File: src/rtl/imm_encode.sv
// imm_encode: inverse of the RV32I immediate extender. A 32-bit immediate is
// scattered into the I/S/B/J immediate positions of instruction bits [31:7].
// All other bits come from a caller-supplied template. The datapath is a
// two-stage valid/ready pipeline that also flags immediates the selected
// format cannot represent, and keeps a saturating count of flagged beats.
module imm_encode #(
   parameter int CNTW = 8
) (
   input  logic            CLK,
   input  logic            RST,
   input  logic            IN_VALID,
   output logic            IN_READY,
   input  logic [31:0]     IMM,
   input  logic [1:0]      IMMSCR,
   input  logic [24:0]     TEMPLATE,
   output logic            OUT_VALID,
   input  logic            OUT_READY,
   output logic [24:0]     INSTR,
   output logic            ERR,
   output logic [CNTW-1:0] ERRCNT
);

   typedef enum logic [1:0] {
      FMT_I = 2'b00,
      FMT_S = 2'b01,
      FMT_B = 2'b10,
      FMT_J = 2'b11
   } fmt_e;

   // Stage 1: raw beat
   logic            r_s1_valid;
   logic [31:0]     r_s1_imm;
   fmt_e            r_s1_fmt;
   logic [24:0]     r_s1_tmpl;

   // Stage 2: encoded beat
   logic            r_s2_valid;
   logic [24:0]     r_s2_instr;
   logic            r_s2_err;

   logic [CNTW-1:0] r_errcnt;

   logic            w_s1_en;
   logic            w_s2_en;
   logic            w_out_xfer;
   logic [24:0]     w_instr;
   logic            w_err;
   logic            w_fit11;
   logic            w_fit12;
   logic            w_fit20;

   // A stage advances when it is empty or its consumer drains it this cycle.
   assign w_s2_en    = ~r_s2_valid | OUT_READY;
   assign w_s1_en    = ~r_s1_valid | w_s2_en;
   assign w_out_xfer = r_s2_valid & OUT_READY;

   assign IN_READY   = w_s1_en;
   assign OUT_VALID  = r_s2_valid;
   assign INSTR      = r_s2_instr;
   assign ERR        = r_s2_err;
   assign ERRCNT     = r_errcnt;

   // The value fits a signed field when all bits above the field's sign bit
   // equal that sign bit.
   assign w_fit11 = (&r_s1_imm[31:11]) | ~(|r_s1_imm[31:11]);
   assign w_fit12 = (&r_s1_imm[31:12]) | ~(|r_s1_imm[31:12]);
   assign w_fit20 = (&r_s1_imm[31:20]) | ~(|r_s1_imm[31:20]);

   // Scatter the stage-1 immediate over the template; vector bit k is INSTR[k+7].
   always_comb begin
      // NOTE: every output gets a default before the case, so no path can
      // leave one unassigned and infer a latch.
      w_instr = r_s1_tmpl;
      w_err   = 1'b0;
      case (r_s1_fmt)
         FMT_I: begin
            w_instr[24:13] = r_s1_imm[11:0];
            w_err          = ~w_fit11;
         end
         FMT_S: begin
            w_instr[24:18] = r_s1_imm[11:5];
            w_instr[4:0]   = r_s1_imm[4:0];
            w_err          = ~w_fit11;
         end
         FMT_B: begin
            w_instr[24]    = r_s1_imm[12];
            w_instr[23:18] = r_s1_imm[10:5];
            w_instr[4:1]   = r_s1_imm[4:1];
            w_instr[0]     = r_s1_imm[11];
            w_err          = ~w_fit12 | r_s1_imm[0];
         end
         FMT_J: begin
            w_instr[24]    = r_s1_imm[20];
            w_instr[23:14] = r_s1_imm[10:1];
            w_instr[13]    = r_s1_imm[11];
            w_instr[12:5]  = r_s1_imm[19:12];
            w_err          = ~w_fit20 | r_s1_imm[0];
         end
         default: begin
            // Unknown format select: make the corruption visible downstream.
            w_instr = 'x;
            w_err   = 1'bx;
         end
      endcase
   end

   // Stage 1 register: accept a new beat whenever the stage can advance.
   always_ff @(posedge CLK) begin
      // NOTE: non-blocking assignments for all state so every register
      // samples pre-edge values regardless of block ordering.
      if (RST) begin
         r_s1_valid <= 1'b0;
      end else if (w_s1_en) begin
         r_s1_valid <= IN_VALID;
         if (IN_VALID) begin
            r_s1_imm  <= IMM;
            r_s1_fmt  <= fmt_e'(IMMSCR);
            r_s1_tmpl <= TEMPLATE;
         end
      end
   end

   // Stage 2 register: capture the encoded beat; data holds while stalled.
   always_ff @(posedge CLK) begin
      if (RST) begin
         r_s2_valid <= 1'b0;
         r_s2_instr <= '0;
         r_s2_err   <= 1'b0;
      end else if (w_s2_en) begin
         r_s2_valid <= r_s1_valid;
         if (r_s1_valid) begin
            r_s2_instr <= w_instr;
            r_s2_err   <= w_err;
         end
      end
   end

   // Count flagged beats as they leave the block, holding at all-ones.
   always_ff @(posedge CLK) begin
      if (RST) begin
         r_errcnt <= '0;
      end else if (w_out_xfer && r_s2_err && !(&r_errcnt)) begin
         r_errcnt <= r_errcnt + 1'b1;
      end
   end

endmodule
File: config.mk
export PLATFORM = sky130hd
export DESIGN_NAME = imm_encode
export DESIGN_NICKNAME = d
export VERILOG_FILES = /design/src/rtl/imm_encode.sv
export SDC_FILE = /design/constraint.sdc
export NUM_CORES = 1
export LEC_CHECK = 0
export ABC_AREA = 0
export CAP_MARGIN = 20
export CORE_ASPECT_RATIO = 0.5
export CORE_MARGIN = 5
export CORE_UTILIZATION = 42
export DETAILED_ROUTE_END_ITERATION = 10
export PLACE_DENSITY_LB_ADDON = 0.3
export SKIP_CTS_REPAIR_TIMING = 1
export SLEW_MARGIN = 0
export SYNTH_ARGS = -nofsm -noshare
export SYNTH_HDL_FRONTEND = slang
export SYNTH_SLANG_ARGS = --single-unit
File: constraint.sdc
create_clock -name CLK -period 2.2 [get_ports CLK]
set_input_delay 0.22 -clock CLK [delete_from_list [all_inputs] [get_ports CLK]]
set_output_delay 0.22 -clock CLK [all_outputs]
set_load 0.03 [all_outputs]
==> results of run 1 <==
-- cell usage in the layout, fill, tap and decap left out, types with 3 or more instances in the layout --
cell and count:
xnor2_1 6, a211oi_1 15, nand2_1 18, a311oi_1 4, nand4_1 4, dfxtp_1 36, edfxtp_1 52, nor2_1 34
a22oi_1 3, nor4_1 4, inv_1 4, ha_1 5, clkdlybuf4s50_1 91, buf_4 4, o21ai_0 6, nand3_1 4
nor2b_1 4, a21oi_1 11, mux2i_1 10, nor3_1 9, clkbuf_16 10
-- worst max-delay path: cells and delay by family --
family	cells	cell delay, ps
buffers and inverters	2	1250
AND/OR/NAND/NOR	2	170
-- logic make-up (layout without fill, tap and decap cells) --
family | count (synthesis) | after routing | share of synthesized area, %
buffers and inverters | 18 | 116 | 2.61
AOI/OAI and AO/OA | 49 | 49 | 11.0
and+or+nand+nor | 88 | 88 | 13.1
xor gates and xnor gates | 6 | 6 | 1.54
muxes | 10 | 10 | 2.94
adders and majority gates | 5 | 5 | 1.84
DFF | 88 | 88 | 67.0
-- metal layers --
layer	vias up	part of all wire, %	track usage, %
met5	-	0	0
li1	1165	-	-
met2	73	50	25.8
met1	1126	41	18.7
met3	8	6.8	5.75
met4	0	1.5	5.97
-- flip-flops by register name, indices dropped and copies added, names as in the netlist --
register,cells
r_s1_valid,1
ERR,1
r_s1_imm,32
OUT_VALID,1
ERRCNT,8
r_s1_tmpl,18
r_s1_fmt,2
INSTR,25
-- stage by stage --
| step | total power [mW] | setup WS [ps] | hold slack (ps) |
|---|---|---|---|
| final | 3.78 | 337 | 439 |
| after global routing | 3.95 | 251 | 418 |
| after CTS | 3.84 | 312 | 422 |
| after detailed placement | 2.29 | 313 | 448 |
| after global placement | 2.28 | 358 | 443 |
| after floorplan | 2.08 | 146 | 319 |
-- worst paths after layout --
path               start           to  slack (ps)  cells past startpoint
max            OUT_READY     IN_READY         340                      4
min               IMM[8]  r_s1_imm[8]         440                      1
max reg2reg  r_s1_fmt[0]     INSTR[2]         470                      5
min reg2reg    INSTR[18]    INSTR[18]         450                      2
-- power by group through the flow --
stage | sequential [mW] | clock [mW] | combinational [mW]
global placement | 1.90 | 0 | 0.379
CTS | 1.87 | 1.58 | 0.389
finish | 1.87 | 1.53 | 0.383
floorplan | 1.96 | 0 | 0.126
detailed placement | 1.90 | 0 | 0.388
global route | 1.87 | 1.66 | 0.414
-- cell type report --
class	instances	area, µm²
inverters	4	15.0
clock buffers	11	254
flip-flops and latches	88	2280
well taps	112	140
multi-input cells	158	1040
clock inverters	5	52.6
repair buffers	96	961
fillers	660	3200
==> reports/qor.txt, run 1 <==
Outcome = complete, no violations
Finished Layout Cells = 474
GR Util All Layers = 15.5%
Sw Ratio = 21.7%
Syn_nets = 332
Tmin final = 1860 ps
CP max FO = 5
GPL Wtd Cong = 0.761
RSZ-0062 raised after global routing = no
Worst endpoint data arrival time = 1640 ps
Sequential cell area fraction in the yosys report = 67.0%
Top cells by area, synth = edfxtp_1, dfxtp_1, nor2_1, a211oi_1, mux2i_1
Fin Setup TNS = 0 ps
Die Y = 73.7 µm
Synth area leader = edfxtp_1
Psw = 820 µW
Wirelength per Cell = 15.3 µm
Hold Violations, Final = 0
Largest net degree at the start of global routing = 53
Number of synthesized flops with an enable pin = 52
Final period utilization = 84.7%
Layout Area Growth over Synthesis = 39.3%
Cells after Synth = 264
PD cells = 798 nW/µm²
TritonCTS clock tree = yes
H-tree Lvls = 3
Most frequent cell after synthesis = edfxtp_1
Ant diodes = 0
First-pass iteration count of the detailed router = 4
Share of cells above drive strength 1 = 8.01%
Critical path type = in2out
Die Width = 137 µm
Pleak = 1.59 nW
Ys flop type = edfxtp_1
Slew Viols, Final = 0
Routed vias/inst = 5.00
Placeable Area = 7940 µm²
Worst Skew = 5.57 ps
# port buffers = 91
Share of flip-flops with an asynchronous set or reset = 0%
Synth top cells by count = edfxtp_1, dfxtp_1, nor2_1, nand2_1, a211oi_1
Root buf cell = clkbuf_16
Internal power = 2.96 mW
First-pass GRT wire length = 11.7 mm
DP Cell Count = 458
Initial Util = 42.9%
Syn Std Cell Area = 3410 µm²
CTS sink count = 88
Worst-path clk slew = 60 ps
Max VDD drop = 0.000429 V
Placed cell area = 4440 µm²
Worst-Skew Late Latency = 330 ps
Cell mode on critical path = clkdlybuf4s50_1
Worst path cell trace = clkdlybuf4s50_1, nor2b_4, nand2_1, clkdlybuf4s50_1
Synth top area share = 45.8%
Hold Crit Class = in2reg
Yosys reg bits = 88
Synth cell types = 37
Antenna violations before repair = 0
Critical-path top delay cell = clkdlybuf4s50_1
Vias in the first global route = 2387
CP startpoint kind = input pin
Total Nets Final = 425
CP required = 1980 ps
F_max = 537 MHz
DRT antenna net count = 0
Count of final setup violators = 0
DRC violation total after the first TritonRoute iteration = 101
CTS Buf Count = 9
Full die area = 10100 µm²
Sequential power share = 49.3%
Max-slew headroom = 46.8%
CP Capture Type = output port
Pin slew with the least headroom to its limit = 799 ps
Post-route cell area = 4740 µm²
Via count = 2372
Combinational power share = 10.1%
Final Util = 59.7%
Clk pwr share = 40.5%
# IOs = 99
Max-cap viol count = 0
Row count = 23
Syn avg cell area = 12.9 µm²
Total grt overflow = 0
Hpwl dp = 5.33 mm
CTS max path bufs = 2
Yosys synthesis warning count = 0
Remaining routing DRC violations = 0
Final wirelength = 7.24 mm
Largest stage delay, worst path = 680 ps
Power figures use the tool's default switching activity.
==> run 2, diff against run 1 <==
Clock period 2.2 ns to 1.5 ns, I/O delays scaled along.
==> run 2 against run 1 <==
The run now ends with negative setup slack left. Global-route usage about the same. Utilization up 4.4 points. Die area unchanged. Register-to-register slack worse by 480 ps. Sequential power up 47%. Clock power up 37%. Via count up 4.6%. Worst setup slack worse by 350 ps. Critical endpoint is now INSTR[3]. Highest routed layer unchanged.
==> reports/qor.txt, run 2 (synthesis gave the netlist of run 1 again) <==
Sw Ratio = 21.9% (+0.24 points)
Placeable Area = 7940 µm² (unchanged)
First-pass GRT wire length = 11.8 mm (+0.65%)
Full die area = 10100 µm² (unchanged)
CP startpoint kind = flip-flop
Pre-CTS WS = -159 ps (-472 ps)
R2R setup slack = -9 ps (-480 ps)
DRT antenna net count = 0 (unchanged)
RSZ-0062 raised after global routing = yes
Clk pwr share = 38.3% (-2.2 points)
Pin slew with the least headroom to its limit = 386 ps (-413 ps)
Total grt overflow = 0 (unchanged)
Failing checks = negative setup slack
Ant diodes = 0 (unchanged)
Max FFs per register = 32 (unchanged)
Root buf cell = clkbuf_16
Wirelength per Cell = 16.5 µm (+8.3%)
Max-slew headroom = 74.1% (+27 points)
Tmin final = 1510 ps
# IOs = 99 (unchanged)
Die Width = 137 µm (unchanged)
Row count = 23 (unchanged)
Die Y = 73.7 µm (unchanged)
# port buffers = 91 (unchanged)
CP required = 1700 ps (-280 ps)
DRC violation total after the first TritonRoute iteration = 126 (+25%)
Via count = 2482 (+4.6%)
Worst-path clk slew = 60 ps (about the same)
Final WS setup = -8.95 ps (-346 ps)
Hold Violations, Final = 0 (unchanged)
Initial Util = 42.9% (unchanged)
Routed vias/inst = 5.11 (+2.1%)
Psw = 1.21 mW (+47%)
Final Util = 64.2% (+4.4 points)
Fin Setup TNS = -8.95 ps (-8.95 ps)
Max-cap viol count = 0 (unchanged)
F_max = 663 MHz
Slew Viols, Final = 0 (unchanged)
Most frequent cells in the layout = clkdlybuf4s50_1, edfxtp_1, dlymetal6s2s_1
Placed cell area = 4580 µm² (+3.2%)
Combinational power share = 11.9% (+1.8 points)
Total Nets Final = 438 (+3.1%)
Antenna violations before repair = 0 (unchanged)
Worst Skew = 3.82 ps (-1.75 ps)
H-tree Lvls = 3 (unchanged)
Count of final setup violators = 1 (+1)
Power, Total = 5.50 mW (+45%)
Hpwl dp = 5.59 mm (+4.9%)
Final wirelength = 8.04 mm (+11%)
Top reg by flops = r_s1_imm
Critical path type = reg2reg
Share of cells above drive strength 1 = 16.0% (+8.0 points)
GR Util All Layers = 15.6% (+0.048 points)
Hold Crit Class = in2reg
Sequential power share = 49.8% (+0.5 points)
CP Capture Type = flip-flop
Outcome = finished with violations
Worst-Skew Late Latency = 330 ps (about the same)
Layout Area Growth over Synthesis = 49.6%
CP max FO = 10 (+5)
CTS Buf Count = 9 (unchanged)
Remaining routing DRC violations = 0 (unchanged)
CTS max path bufs = 2 (unchanged)
PD cells = 1080 nW/µm² (+35%)
Worst endpoint data arrival time = 1710 ps (+70 ps)
First-pass iteration count of the detailed router = 4 (unchanged)
Post-route cell area = 5100 µm² (+7.4%)
Pleak = 2.27 nW (+43%)
Internal power = 4.29 mW (+45%)
Final period utilization = 101%
Vias in the first global route = 2448 (+2.6%)
Most common cell after layout, fill and taps aside = clkdlybuf4s50_1
Max VDD drop = 0.000708 V (+65%)
CTS sink count = 88 (unchanged)
TritonCTS clock tree = yes
Largest net degree at the start of global routing = 37 (-30%)
GPL Wtd Cong = 0.775 (+1.9%)
run 2: cell types whose count changed in the layout (fill, tap and decap cells not counted), sizes merged:
cell | previous run | this run
clkdlybuf4s50 | 91 | 55
buf | 5 | 18
inv | 5 | 4
clkbuf | 11 | 14
clkinv | 3 | 1
dlymetal6s2s | 0 | 35
run 2: worst max-delay path, stage by stage, from the launching register on:
cell      delay (ps)
edfxtp_1         420
inv_2            100
ha_4             330
buf_12           140
nor2b_1           70
a311oi_2         270
nor3_1            70
run 2: final timing paths:
path                     from          end  cells after the start
setup / recovery  r_s1_fmt[0]     INSTR[3]                      6
hold / removal         IMM[9]  r_s1_imm[9]                      1
setup reg to reg  r_s1_fmt[0]     INSTR[3]                      6
hold reg to reg     INSTR[22]    INSTR[22]                      2
run 2: final cells by class:
type | count | area (µm²)
Clock buffer | 13 | 240
Clock inverter | 2 | 33.8
Fill cell | 616 | 2850
Inverter | 4 | 15.0
Multi-Input combinational cell | 158 | 1150
Sequential cell | 88 | 2290
Tap cell | 112 | 140
Timing Repair Buffer | 109 | 1230
run 2: per-layer routing:
| layer | vias to the layer above | GRT usage (%) | share of wire, % |
|---|---|---|---|
| met1 | 1185 | 17.6 | 42 |
| met5 | - | 0 | 0 |
| met2 | 83 | 26.9 | 51 |
| met4 | 0 | 7.30 | 1.7 |
| met3 | 14 | 5.40 | 5.9 |
| li1 | 1200 | - | - |
run 2: through the flow:
step | cells | hold WS, ps
after floorplan | 264 | 249
after global placement | 467 | 447
after detailed placement | 467 | 455
after CTS | 482 | 354
after global routing | 486 | 356
final | 486 | 371
run 2: power by group through the flow:
stage	clock network (mW)	registers (mW)	logic [mW]
floorplan	0	2.87	0.188
global placement	0	2.78	0.597
detailed placement	0	2.79	0.612
CTS	2.16	2.74	0.614
finish	2.10	2.74	0.654
global route	2.26	2.75	0.697
